--- src/rtl/io_stall_controller_pkg.sv ---
// io_stall_controller_pkg: FSM state encodings and CPU-wide I/O opcodes shared with the decoder
package io_stall_controller_pkg;
  typedef enum logic [2:0] {
    RUN      = 3'd0,
    WAIT_IN  = 3'd1,
    WAIT_OUT = 3'd2,
    RESUME   = 3'd3,
    HALTED   = 3'd4
  } state_t;
  localparam logic [5:0] OP_IN  = 6'b011101;
  localparam logic [5:0] OP_OUT = 6'b100000;
  localparam logic [5:0] OP_HLT = 6'b011100;
endpackage

--- src/rtl/io_stall_controller_button_debouncer.sv ---
// button_debouncer: synchronise and debounce a raw pushbutton, emit a one-cycle press pulse
//   clock, reset   : system clock, async active-high reset (level cleared to released)
//   button_raw     : asynchronous bouncing button input
//   press          : one-cycle pulse on each accepted 0->1 level change
module button_debouncer #(
  parameter int DEBOUNCE_CYCLES = 500000,
  parameter int DEBOUNCE_WIDTH  = 20
) (
  input  logic clock,
  input  logic reset,
  input  logic button_raw,
  output logic press
);
  localparam logic [DEBOUNCE_WIDTH-1:0] LAST = DEBOUNCE_WIDTH'(DEBOUNCE_CYCLES - 1);
  logic sync1, sync2, level;
  logic [DEBOUNCE_WIDTH-1:0] cnt;
  // the accepted level flips on the DEBOUNCE_CYCLES-th consecutive differing sample
  logic flip;
  assign flip = (sync2 != level) && (cnt == LAST);
  always_ff @(posedge clock or posedge reset) begin
    if (reset) begin
      sync1 <= 1'b0;
      sync2 <= 1'b0;
      level <= 1'b0;
      cnt   <= '0;
      press <= 1'b0;
    end else begin
      sync1 <= button_raw;
      sync2 <= sync1;
      cnt   <= (sync2 == level || flip) ? '0 : cnt + 1'b1;
      level <= flip ? sync2 : level;
      press <= flip && sync2;
    end
  end
endmodule

--- src/rtl/io_stall_controller.sv ---
// io_stall_controller: stall the CPU via clock-enable around IN/OUT/HLT until a debounced confirm press
//   clock, reset : system clock, async active-high reset
//   opcode, instr_valid : instruction currently in decode
//   button_raw   : raw confirm pushbutton
//   cpu_enable   : CPU register/PC enable (0 freezes the core)
//   in_strobe    : one-cycle pulse to capture the switch bank
//   out_valid    : OUT value presented, awaiting acknowledge
//   halted       : core halted until reset
//   state        : current FSM state for debug LEDs
module io_stall_controller #(
  parameter int         DEBOUNCE_CYCLES = 500000,
  parameter int         DEBOUNCE_WIDTH  = 20,
  parameter logic [5:0] OP_IN  = io_stall_controller_pkg::OP_IN,
  parameter logic [5:0] OP_OUT = io_stall_controller_pkg::OP_OUT,
  parameter logic [5:0] OP_HLT = io_stall_controller_pkg::OP_HLT
) (
  input  logic       clock,
  input  logic       reset,
  input  logic [5:0] opcode,
  input  logic       instr_valid,
  input  logic       button_raw,
  output logic       cpu_enable,
  output logic       in_strobe,
  output logic       out_valid,
  output logic       halted,
  output logic [2:0] state
);
  import io_stall_controller_pkg::*;
  state_t state_q, state_d;
  logic press, stall_op;
  button_debouncer #(
    .DEBOUNCE_CYCLES(DEBOUNCE_CYCLES),
    .DEBOUNCE_WIDTH (DEBOUNCE_WIDTH)
  ) u_debouncer (
    .clock     (clock),
    .reset     (reset),
    .button_raw(button_raw),
    .press     (press)
  );
  assign stall_op = instr_valid && (opcode == OP_IN || opcode == OP_OUT || opcode == OP_HLT);
  // combinational stall so the I/O instruction never commits before its wait
  assign cpu_enable = !reset && ((state_q == RUN && !stall_op) || state_q == RESUME);
  assign out_valid  = state_q == WAIT_OUT;
  assign halted     = state_q == HALTED;
  assign state      = state_q;
  always_comb begin
    state_d = RUN;
    case (state_q)
      RUN:      state_d = !stall_op ? RUN : opcode == OP_IN ? WAIT_IN : opcode == OP_OUT ? WAIT_OUT : HALTED;
      WAIT_IN:  state_d = press ? RESUME : WAIT_IN;
      WAIT_OUT: state_d = press ? RESUME : WAIT_OUT;
      RESUME:   state_d = RUN;
      HALTED:   state_d = HALTED;
      default:  state_d = RUN;
    endcase
  end
  // strobe coincides with RESUME so the switch capture and the IN commit share one edge
  always_ff @(posedge clock or posedge reset) begin
    if (reset) begin
      state_q   <= RUN;
      in_strobe <= 1'b0;
    end else begin
      state_q   <= state_d;
      in_strobe <= state_q == WAIT_IN && press;
    end
  end
endmodule

--- config.mk ---
export PLATFORM = sky130hd
export DESIGN_NAME = io_stall_controller
export DESIGN_NICKNAME = d
export VERILOG_FILES = /design/src/rtl/io_stall_controller_pkg.sv /design/src/rtl/io_stall_controller_button_debouncer.sv /design/src/rtl/io_stall_controller.sv
export SDC_FILE = /design/constraint.sdc
export NUM_CORES = 1
export LEC_CHECK = 0
export ABC_AREA = 0
export BUFFER_PORTS_ARGS = -buffer_cell sky130_fd_sc_hd__buf_4
export CAP_MARGIN = 20
export CORE_ASPECT_RATIO = 1.1
export CORE_MARGIN = 1
export CORE_UTILIZATION = 45
export DETAILED_ROUTE_END_ITERATION = 12
export GPL_TIMING_DRIVEN = 0
export PLACE_DENSITY_LB_ADDON = 0.25
export SYNTH_ARGS = -nofsm -noshare
export SYNTH_HDL_FRONTEND = slang
export SYNTH_SLANG_ARGS = --single-unit
--- constraint.sdc ---
create_clock -name clock -period 2.06 [get_ports clock]
set_input_delay 0.206 -clock clock [delete_from_list [all_inputs] [get_ports clock]]
set_output_delay 0.206 -clock clock [all_outputs]
set_load 0.02 [all_outputs]
==> flow_summary_export.csv <==
group,metric,value,unit
routing,totalWireLength,2760,um
critical_path,reg2regPathDepth,5,
grt,grtUsageTotal,0.173,
critical_path,crit_family,"simple AND/OR/NAND/NOR gates",
logic_synthesis,async_flop_share,1.00,
critical_path,slowest_stage,"or4_1",
critical_path,start_kind,"register",
critical_path,crit_fanout,9,
die,coreArea,3070,um^2
routing,routedWlPerCell,13.9,um
timing,relSlewSlack,0.639,
timing,fin_crit,1.95,ns
logic_synthesis,syn-num-nets,153,
cts,clk_latency,0.31,ns
logic_synthesis,dominantRegCellSynth,"dfrtp_1",
logic_synthesis,synth_edf_count,0,
timing,fmax,0.514,GHz
critical_path,crit_cells,4,
logic_synthesis,synthesis.area,1460,um^2
finish,fin_nets,177,
critical_path,r2r_start,"u_debouncer.cnt[0]$_DFF_PP0_",
critical_path,path_buf_inv,2,
logic_synthesis,syn_avg_cell_area,10.3,um^2
power_and_ir_drop,max-vdd-ir-drop,0.376,mV
placed_design,dpl.cell_count,192,
critical_path,path_cells,"clkbuf_1 > or4_1 > o32ai_1 > buf_4",
critical_path,arrival,1.74,ns
placed_design,dp_hpwl,2050,um
critical_path,max_stage_delay,0.54,ns
routing,postRouteAntennaNets,0,
grt,grt_pass1_vias,1061,
finish,syn2layout_area_growth,16.9,%
critical_path,regToRegSetupSlack,0.19,ns
routing,drtPass1Iterations,4,
die,die_w,56.2,um
logic_synthesis,ys_warn_count,0,
critical_path,worstSetupPathType,"reg2out",
die,die_h,61.7,um
grt,grt_pass1_wl,4710,um
die,rows,21,
timing,post-route-period-util,0.945,
timing,hold_viol,0,
cts,clockBufferDepth,2,
logic_synthesis,syn_inst,142,
grt,overflow,0,
finish,stdcell_count,199,
critical_path,r2r_end,"u_debouncer.cnt[18]$_DFF_PP0_",
finish,layout-drive-gt1-share,0.182,
die,initial_core_util,0.474,
critical_path,cp.required,1.85,ns
critical_path,worstSetupEndpointType,"primary output",
routing,vias,1106,
grt,grt_max_degree,29,
cts,cts_buffers,3,
cts,cts_tree,"yes",
hold_path,worstHoldStart,"opcode[0]",
hold_path,worst_hold_path_type,"in2reg",
hold_path,holdPathStages,4,
power_and_ir_drop,total_power,0.882,mW
die,dieArea,3470,um^2
grt,antenna_found_initial,0,
status,status,"finished clean",
timing,skew,0.00343,ns
hold_path,hold_end,"state[0]$_DFF_PP0_",
cts,ctsResizeCount,0,
cts,clkSinkCount,28,
cts,clockRootBuffer,"clkbuf_4",
logic_synthesis,ys_ff_latch,28,
timing,tightestPinTransition,0.540,ns
placed_design,io_buffers,16,
power_and_ir_drop,power_density,518,nW/um^2
cts,htree_levels,1,
routing,drt_iter0_drc,50,
routing,avgViaCountPerCell,5.56,
routing,route.detailed.drc,0,
logic_synthesis,yosysUniqueCellTypes,38,
die,io_pins,17,
finish,antenna_cells,0,
cts,post_cts_buffers,0,
timing,setup-violations-final,0,
timing,drv_slew,0,
timing,rsz0062_at_grt,"false",
logic_synthesis,ys_seq_area_frac,0.481,
run,maxCapViolations,0,
power_and_ir_drop,p_leak,0.737,nW
placed_design,routabilityCongestion,0.840,
cts,clk_pin_slew,0.14,ns
timing,fin_tns_setup,0,ns
==> cell families after synthesis <==
group	synth area share
and+or+nand+nor	0.304
DFF	0.481
xor gates and xnor gates	0.0962
AOI/OAI and AO/OA	0.0601
buffers and inverters	0.0215
muxes	0.0284
adders and majority gates	0.00859
==> Yosys cell counts, types with 3 or more instances <==
library cell / instances / area (um^2)
mux2i_1: 3 / 30.0
nor3_1: 7 / 35.0
nand4_1: 5 / 31.3
dfrtp_1: 28 / 701
nor2_1: 22 / 82.6
nand3_1: 6 / 30.0
xor2_1: 5 / 43.8
nor4_1: 3 / 18.8
a21o_1: 3 / 22.5
xnor2_1: 11 / 96.3
nand2_1: 11 / 41.3
inv_1: 3 / 11.3
and4_1: 3 / 26.3
==> how the worst max path moves through the flow <==
stage	endpoint	start	slack, ns
2_1_floorplan	cpu_enable	state[1]$_DFF_PP0_	0.36
5_1_grt	cpu_enable	state[1]$_DFF_PP0_	0.006
3_5_place_dp	u_debouncer.cnt[18]$_DFF_PP0_	u_debouncer.cnt[0]$_DFF_PP0_	0.19
6_report	cpu_enable	state[1]$_DFF_PP0_	0.11
3_3_place_gp	u_debouncer.cnt[18]$_DFF_PP0_	u_debouncer.cnt[0]$_DFF_PP0_	0.22
4_1_cts	cpu_enable	state[1]$_DFF_PP0_	0.09
==> routing by layer <==
layer,vias to the layer above,part of all wire,global-route usage
met1,539,0.42,0.213
met4,0,0.0069,0.0488
met2,15,0.54,0.327
met3,2,0.028,0.0210
li1,550,-,-
met5,-,0,0
==> area by class of cell <==
class                   count  area, um^2
plain buffers               3        20.0
clock buffers               4        36.3
fillers                   272        1370
inverters                   3        11.3
multi-input cells         108         724
flip-flops and latches     28         701
well taps                  34        42.5
repair buffers             19         168
==> cells in the final DEF, fill, tap and decap left out, types with 3 or more instances in the layout <==
cell type / instances
and4_1: 3
nand2_1: 11
mux2i_1: 3
inv_1: 3
nor3_1: 7
dfrtp_1: 28
xnor2_1: 11
nor4_1: 3
xor2_1: 5
clkbuf_4: 3
a21o_1: 3
nand3_1: 6
nand4_1: 5
buf_4: 16
nor2_1: 22
==> power by group <==
group	total (mW)	switching [mW]	internal [mW]
clock	0.256	0.148	0.108
sequential	0.565	0.00812	0.557
combinational	0.0613	0.0304	0.0309
==> worst register-to-register path: cells and delay by family, from the launching register on <==
family                     cells  cell delay [ns]
and+or+nand+nor                3             0.83
DFF                            1             0.45
adders and majority gates      1             0.25
muxes                          1             0.23
==> stage by stage <==
stage                     cell area [um^2]  setup WS, ns   util  hold WS (ns)
after floorplan                       1460         0.361      -         0.237
after global placement                1620         0.221  0.527         0.318
after detailed placement              1620         0.189  0.527         0.319
after CTS                             1670        0.0880  0.542         0.174
after global routing                  1700       0.00566  0.554         0.387
final                                 1700         0.113  0.554         0.364
==> flip-flops by register name, indices dropped and copies added (netlist names) <==
name	cells
state	3
in_strobe	1
u_debouncer.sync2	1
u_debouncer.sync1	1
u_debouncer.level	1
u_debouncer.cnt	20
u_debouncer.press	1
==> what timing repair did <==
item                       CTS  global route
hold endpoints to repair     1            11
setup endpoints to repair    0             0
hold buffers                 1             1
Power figures use the tool's default switching activity.
